[src/rtl/muldiv_seq.sv]
`default_nettype none
// ============================================================================
//  Module      : muldiv_seq
//  Description : Iterative multiply/divide sequencer owning the HI/LO pair.
//                WIDTH-step shift-add multiply and restoring divide, with
//                stall generation and mthi/mtlo write service.
//  Revision    : 1.0 - initial release
// ============================================================================
module muldiv_seq #(
    parameter int WIDTH = 32
) (
    input  logic             clk,
    input  logic             reset,
    input  logic             start,
    input  logic [1:0]       op,
    input  logic [WIDTH-1:0] a,
    input  logic [WIDTH-1:0] b,
    input  logic             rd_hilo,
    input  logic             wr_hi,
    input  logic             wr_lo,
    input  logic [WIDTH-1:0] wdata,
    output logic [WIDTH-1:0] hi,
    output logic [WIDTH-1:0] lo,
    output logic             busy,
    output logic             stall,
    output logic             done,
    output logic             divzero
);

    localparam int c_CNT_W = $clog2(WIDTH);

    typedef enum logic [1:0] {
        S_IDLE = 2'd0,
        S_PREP = 2'd1,
        S_CALC = 2'd2,
        S_FIX  = 2'd3
    } state_t;

    state_t               r_state;
    state_t               w_state_nxt;
    logic [1:0]           r_op;
    logic [WIDTH-1:0]     r_a;
    logic [WIDTH-1:0]     r_b;
    logic [2*WIDTH-1:0]   r_p;       // {hi half, lo half} working register
    logic [WIDTH-1:0]     r_d;       // multiplicand or divisor magnitude
    logic [c_CNT_W-1:0]   r_cnt;
    logic                 r_neg_res; // product / quotient must be negated
    logic                 r_neg_rem; // remainder must be negated
    logic [WIDTH-1:0]     r_hi;
    logic [WIDTH-1:0]     r_lo;
    logic                 r_done;
    logic                 r_divzero;

    // Operation decode and operand magnitudes (op[0]=1 means unsigned)
    logic             w_is_div;
    logic             w_signed;
    logic             w_div0;
    logic [WIDTH-1:0] w_a_mag;
    logic [WIDTH-1:0] w_b_mag;

    assign w_is_div = r_op[1];
    assign w_signed = ~r_op[0];
    assign w_div0   = w_is_div && (r_b == '0);
    assign w_a_mag  = (w_signed && r_a[WIDTH-1]) ? -r_a : r_a;
    assign w_b_mag  = (w_signed && r_b[WIDTH-1]) ? -r_b : r_b;

    // Multiply step: conditionally add multiplicand to upper half, shift right
    logic [WIDTH:0]     w_mul_sum;
    logic [2*WIDTH-1:0] w_mul_step;

    assign w_mul_sum  = {1'b0, r_p[2*WIDTH-1:WIDTH]} + (r_p[0] ? {1'b0, r_d} : '0);
    assign w_mul_step = {w_mul_sum, r_p[WIDTH-1:1]};

    // Divide step: shift partial remainder left, trial subtract, restore if negative
    logic [WIDTH:0]     w_div_rem;
    logic [WIDTH:0]     w_div_diff;
    logic               w_div_ok;
    logic [2*WIDTH-1:0] w_div_step;

    assign w_div_rem  = {r_p[2*WIDTH-1:WIDTH], r_p[WIDTH-1]};
    assign w_div_diff = w_div_rem - {1'b0, r_d};
    assign w_div_ok   = ~w_div_diff[WIDTH];
    assign w_div_step = {(w_div_ok ? w_div_diff[WIDTH-1:0] : w_div_rem[WIDTH-1:0]),
                         r_p[WIDTH-2:0], w_div_ok};

    // Sign fix-up of the final magnitudes
    logic [2*WIDTH-1:0] w_prod;
    logic [WIDTH-1:0]   w_quo;
    logic [WIDTH-1:0]   w_rem;

    assign w_prod = r_neg_res ? -r_p : r_p;
    assign w_quo  = r_neg_res ? -r_p[WIDTH-1:0] : r_p[WIDTH-1:0];
    assign w_rem  = r_neg_rem ? -r_p[2*WIDTH-1:WIDTH] : r_p[2*WIDTH-1:WIDTH];

    // State register
    always_ff @(posedge clk) begin
        if (!reset) r_state <= S_IDLE;
        else        r_state <= w_state_nxt;
    end

    // Next-state logic
    always_comb begin
        w_state_nxt = r_state;
        case (r_state)
            S_IDLE:  if (start) w_state_nxt = S_PREP;
            S_PREP:  w_state_nxt = w_div0 ? S_IDLE : S_CALC;
            S_CALC:  if (r_cnt == '0) w_state_nxt = S_FIX;
            S_FIX:   w_state_nxt = S_IDLE;
            default: w_state_nxt = S_IDLE;
        endcase
    end

    // Working registers: operand latch, magnitude prep and per-cycle step
    always_ff @(posedge clk) begin
        if (!reset) begin
            r_op      <= '0;
            r_a       <= '0;
            r_b       <= '0;
            r_p       <= '0;
            r_d       <= '0;
            r_cnt     <= '0;
            r_neg_res <= 1'b0;
            r_neg_rem <= 1'b0;
        end else begin
            case (r_state)
                S_IDLE: begin
                    if (start) begin
                        r_op <= op;
                        r_a  <= a;
                        r_b  <= b;
                    end
                end
                S_PREP: begin
                    r_neg_res <= w_signed & (r_a[WIDTH-1] ^ r_b[WIDTH-1]);
                    r_neg_rem <= w_signed & r_a[WIDTH-1];
                    r_cnt     <= c_CNT_W'(WIDTH - 1);
                    if (w_is_div) begin
                        r_p <= {{WIDTH{1'b0}}, w_a_mag};
                        r_d <= w_b_mag;
                    end else begin
                        r_p <= {{WIDTH{1'b0}}, w_b_mag};
                        r_d <= w_a_mag;
                    end
                end
                S_CALC: begin
                    r_cnt <= r_cnt - 1'b1;
                    r_p   <= w_is_div ? w_div_step : w_mul_step;
                end
                default: ;
            endcase
        end
    end

    // HI/LO architectural registers and registered completion pulses
    always_ff @(posedge clk) begin
        if (!reset) begin
            r_hi      <= '0;
            r_lo      <= '0;
            r_done    <= 1'b0;
            r_divzero <= 1'b0;
        end else begin
            r_done    <= 1'b0;
            r_divzero <= 1'b0;
            case (r_state)
                S_IDLE: begin
                    // A start in the same cycle wins; the move-to write is dropped
                    if (!start) begin
                        if (wr_hi) r_hi <= wdata;
                        if (wr_lo) r_lo <= wdata;
                    end
                end
                S_PREP: begin
                    if (w_div0) begin
                        r_done    <= 1'b1;
                        r_divzero <= 1'b1;
                    end
                end
                S_FIX: begin
                    r_done <= 1'b1;
                    if (w_is_div) begin
                        r_hi <= w_rem;
                        r_lo <= w_quo;
                    end else begin
                        r_hi <= w_prod[2*WIDTH-1:WIDTH];
                        r_lo <= w_prod[WIDTH-1:0];
                    end
                end
                default: ;
            endcase
        end
    end

    assign hi      = r_hi;
    assign lo      = r_lo;
    assign busy    = (r_state != S_IDLE);
    assign stall   = busy & (start | rd_hilo | wr_hi | wr_lo);
    assign done    = r_done;
    assign divzero = r_divzero;

endmodule
`default_nettype wire
[config.mk]
export PLATFORM = sky130hd
export DESIGN_NAME = muldiv_seq
export DESIGN_NICKNAME = d
export VERILOG_FILES = /design/src/rtl/muldiv_seq.sv
export SDC_FILE = /design/constraint.sdc
export NUM_CORES = 1
export LEC_CHECK = 0
export ABC_AREA = 1
export CORE_UTILIZATION = 45
export DETAILED_ROUTE_END_ITERATION = 12
export PLACE_DENSITY_LB_ADDON = 0.2
export RECOVER_POWER = 25
export SYNTH_ARGS = -nofsm -noshare
export SYNTH_HDL_FRONTEND = slang
export SYNTH_SLANG_ARGS = --single-unit
[constraint.sdc]
create_clock -name clk -period 6.9 [get_ports clk]
set_clock_uncertainty 0.1 [all_clocks]
set_input_delay 1.38 -clock clk [delete_from_list [all_inputs] [get_ports clk]]
set_output_delay 1.38 -clock clk [all_outputs]
set_load 0.1 [all_outputs]
# Yosys cells after proc, flatten, opt, wreduce, memory -nomap -nowiden
# Cells that the tools add are included.
[word_totals] wordCells=78 ff_bits=237 output_inout_bits=68
[op_classes] add_sub_neg=8 n_eq_ne=8 bitwise_logic=9 mux=26 reduce_logical=14
[ops] op="two-way mux 32 bit" n=14
[ops] op="two-way mux 64 bit" n=2
[ops] op="negator 32 bit" n=4
[ops] op="one-hot mux 32 bit (2 select lines)" n=2
[ops] op="one-hot mux 64 bit (2 select lines)" n=1
[ops] op="negator 64 bit" n=1
[ops] op="adder 32 x 32 -> 33 bit" n=1
[ops] op="subtractor 33 x 32 -> 33 bit" n=1
[ops] op="logical NOT 32 bit" n=1
[ops] op="!= test 2 bit, second input constant" n=5
[ops] op="one-hot mux 5 bit (2 select lines)" n=1
[ops] op="one-hot mux 2 bit (4 select lines)" n=1
[ops] op="two-way mux 2 bit" n=3
[ops] op="AND reduction 2 bit" n=3
[ops] op="AND reduction 3 bit" n=2
[ops] op="nonzero test 2 bit" n=3
[ops] op="logical NOT 5 bit" n=1
[ops] op="subtractor 5 x 1 -> 5 bit, second input constant" n=1
[ops] op="== test 2 bit, second input constant" n=2
[ops] op="bitwise AND 1 bit" n=3
[ops] op="logical AND 1 bit" n=3
[ops] op="OR 1 bit" n=3
[ops] op="== test 2 x 1 -> 1 bit, second input constant" n=1
[ops] op="logical NOT 2 bit" n=1
[ops] op="other kinds (4)" n=5

# Depth between registers and ports, before layout
[depth] word_depth=5 mapped_depth=22

# Worst setup path after synthesis
# Ideal clock, no wire load.
[synth_timing] path_kind="input to output" start="in start" end="out stall" t_arrival_ns=2.671 path_stages=2 slack_ns=2.749 path_buffers=0 path_cell_list="nor4_1 > nor2_1"
[synth_between] elab_chain_len=4
[synth_rtl] element="start: declaration" line="14" source="input logic start,"
[synth_rtl] element="OR 1 bit (3 in series)" line="196" source="assign stall = busy & (start | rd_hilo | wr_hi | wr_lo);"
[synth_rtl] element="bitwise AND 1 bit" line="196"
[synth_rtl] element="end: declaration" line="25" source="output logic stall,"
# Every way passes these cells.

# Worst setup path after layout
[layout_timing] start="in reset" end="reg r_cnt[1]"
[layout_lines] element="start: declaration" line="13" source="input logic reset,"
[layout_lines] element="end signal: assignment" line="136" source="r_cnt <= c_CNT_W'(WIDTH - 1);"
[layout_lines] element="end signal: assignment" line="146" source="r_cnt <= r_cnt - 1'b1;"
[layout_lines] element="end: declaration" line="46" source="logic [c_CNT_W-1:0] r_cnt;"
# No word-level cell between the ends.

==> impl_metrics.env <==
export IMPL_antenna_found_initial=1
export IMPL_dieWidth_microns=217
export IMPL_synth_cells=3618
export IMPL_die_area_sq_um=47000
export IMPL_nNetsFinal=3876
export IMPL_timing_final_max_slew_violations=95
export IMPL_power_per_cell_area_nw_per_um2=444
export IMPL_hp_start="r_cnt[0]"
export IMPL_fin_crit_sh_pct=75.8
export IMPL_io_buffers=171
export IMPL_ys_flop_type="dfxtp_1"
export IMPL_cp_start_kind="input pin"
export IMPL_slowest_stage="clkbuf_1"
export IMPL_r2r_cells=16
export IMPL_place_inst=4266
export IMPL_end_kind="flop"
export IMPL_track_usage_pct=34.4
export IMPL_p_leak_uw=0.0114
export IMPL_place_hpwl_microns=64400
export IMPL_start_util_pct=45.7
export IMPL_yosys_warnings=0
export IMPL_yosysTopAreaCell="dfxtp_1"
export IMPL_clk_latency_ps=610
export IMPL_antenna_cells=0
export IMPL_status="finished, violations left"
export IMPL_placementRows=78
export IMPL_yosys_top_cells_area="dfxtp_1 23%, nand2_1 18%, inv_1 9.4%"
export IMPL_drc=0
export IMPL_numCtsBuffers=28
export IMPL_cts_tree="done"
export IMPL_whs_endpoint="r_cnt[0]"
export IMPL_maxCapViolCount=1
export IMPL_clock_root_buffer="clkbuf_16"
export IMPL_antenna_left=0
export IMPL_setup_viol=0
export IMPL_grt_setup_unrepaired="false"
export IMPL_slowest_delay_ps=2650
export IMPL_r2r_start="r_p[32]"
export IMPL_worst_pin_slew_ps=3840
export IMPL_wl_per_cell_microns=19.2
export IMPL_drive_gt1_share_pct=4.76
export IMPL_gp_congestion=1.10
export IMPL_required_ps=7260
export IMPL_io_pins=172
export IMPL_drtPass1Iterations=9
export IMPL_grt_pass1_wl_microns=125000
export IMPL_crit_fanout=94
export IMPL_maxSlewHeadroom_pct=-156
export IMPL_ys_ff_latch=237
export IMPL_vias_per_cell=5.60
export IMPL_worstHoldPathCells=1
export IMPL_synth_net_count=3798
export IMPL_fp_dieH_microns=217
export IMPL_avgSynthCellArea_sq_um=5.73
export IMPL_hold_path_class="flop to flop"
export IMPL_r2r_end="r_p[55]"
export IMPL_ctsResizeCount=0
export IMPL_yosys_top_cells_count="983 x nand2_1, 519 x inv_1, 387 x nand3_1"
export IMPL_clk_path_buf_depth=3
export IMPL_h_tree_depth=1
export IMPL_whs_ps=362
export IMPL_violations="capacitance limit, slew limit"
export IMPL_fill_cells=4893
export IMPL_cts_num_sinks=237
export IMPL_yosysMostFrequentCell="nand2_1"
export IMPL_max_vdd_ir_drop_uv=294
export IMPL_grt_max_degree=109
export IMPL_worstPathArrival_ps=5590
export IMPL_vias=24200
export IMPL_worstSetupPathType="input pin to flop"
export IMPL_grt_pass1_vias=21500
export IMPL_max_freq_mhz=191
export IMPL_fin_crit_ps=5230
export IMPL_worst_r2r_setup_slack_ps=3320
export IMPL_drt_iter0_markers=2790
export IMPL_synthToLayoutAreaGrowth_pct=14.5
export IMPL_ys_seq_area_share_pct=22.9
export IMPL_path_clk_slew_ps=60
export IMPL_yosysUniqueCellTypes=53
export IMPL_overflow=0
export IMPL_finalHoldViolations=0
export IMPL_coreArea_sq_um=45400
export IMPL_post_cts_buffers=0
export IMPL_finalNonFillerCells=4317
export IMPL_routed_wl_microns=82900
export IMPL_synth_edf_count=0
export IMPL_synth_top_area_share_pct=22.9
export IMPL_cts_hold_buf=0
export IMPL_fin_tns_setup_ps=0
export IMPL_synthArstFlopShare_pct=0
export IMPL_total_power_uw=10600
export IMPL_path_cells="clkbuf_1 > clkinv_2 > buf_4 > a221oi_1"
export IMPL_synth_area_sq_um=20700
-- flip-flops by register name (all words and copies together), names as in the netlist, named ones only --
register,flops
divzero,1
r_p,64
r_cnt,5
r_b,32
r_a,32
r_neg_rem,1
hi,32
r_state,1
r_op,2
r_d,32
done,1
r_neg_res,1
lo,32
-- power by group --
| part | internal (uW) | leakage, uW | switching, uW |
|---|---|---|---|
| clock network | 910 | 0.000474 | 651 |
| logic | 1920 | 0.00895 | 4960 |
| registers | 1720 | 0.00195 | 390 |
| total | 4550 | 0.0114 | 6000 |
-- final cells by class --
class	count	area, sq um	area share (%)
Multi-Input combinational cell	2692	13400	56.2
Clock inverter	11	136	0.574
Timing Repair Buffer	199	1920	8.06
Tap cell	600	751	3.16
Clock buffer	40	827	3.48
Sequential cell	237	4750	20.0
Inverter	538	2020	8.51
-- cells by family after synthesis --
kind of cell,share of synthesized area [%]
flip-flops,22.9
adder cells (fa/ha/maj),4.66
buffers and inverters,12.8
XOR/XNOR,2.91
AND/OR/NAND/NOR,37.2
AO/OA/AOI/OAI,19.5
-- cell usage in the layout, fill, tap and decap left out, drive strengths merged, types with 3 or more instances in the layout --
cell           count
a21o               3
o21ai            282
clkdlybuf4s50    170
xor2              55
clkbuf            41
and2               6
a21oi            360
clkinv            14
o21bai            16
nor3              37
ha                74
nand2           1017
and3               3
nand3b            11
nand4             50
a31oi             22
xnor2             14
nor2             278
nor4               4
nand3            389
dfxtp            237
inv              532
or2               11
buf               28
o211ai            47
-- worst max path at each step --
stage           from        to  slack [ps]
3_5_place_dp   start     stall        2150
3_3_place_gp   start     stall        2160
4_1_cts        start     stall        2150
5_1_grt        reset  r_cnt[1]        1430
2_1_floorplan  start     stall        2750
6_report       reset  r_cnt[1]        1670
-- critical path, delay by kind of cell --
kind / cells / cell delay (ps)
buffers and inverters: 3 / 3780
AO/OA/AOI/OAI: 1 / 330
-- layer usage --
layer,global-route usage (%),vias to the layer above,routed length (microns)
met1,47.7,11000,36000
met4,17.6,2,4810
met5,0,-,12
met2,52.9,1091,35700
li1,-,11900,-
met3,3.07,217,6360
-- metrics by stage --
step           util, %  cell area, sq um  worst slack (ps)
2_1_floorplan        -             20700              2750
3_3_place_gp      50.2             22800              2160
3_5_place_dp      50.2             22800              2150
4_1_cts           52.4             23800              2150
5_1_grt           52.4             23800              1430
6_report          52.4             23800              1670
(Power assumes the default switching activity.)
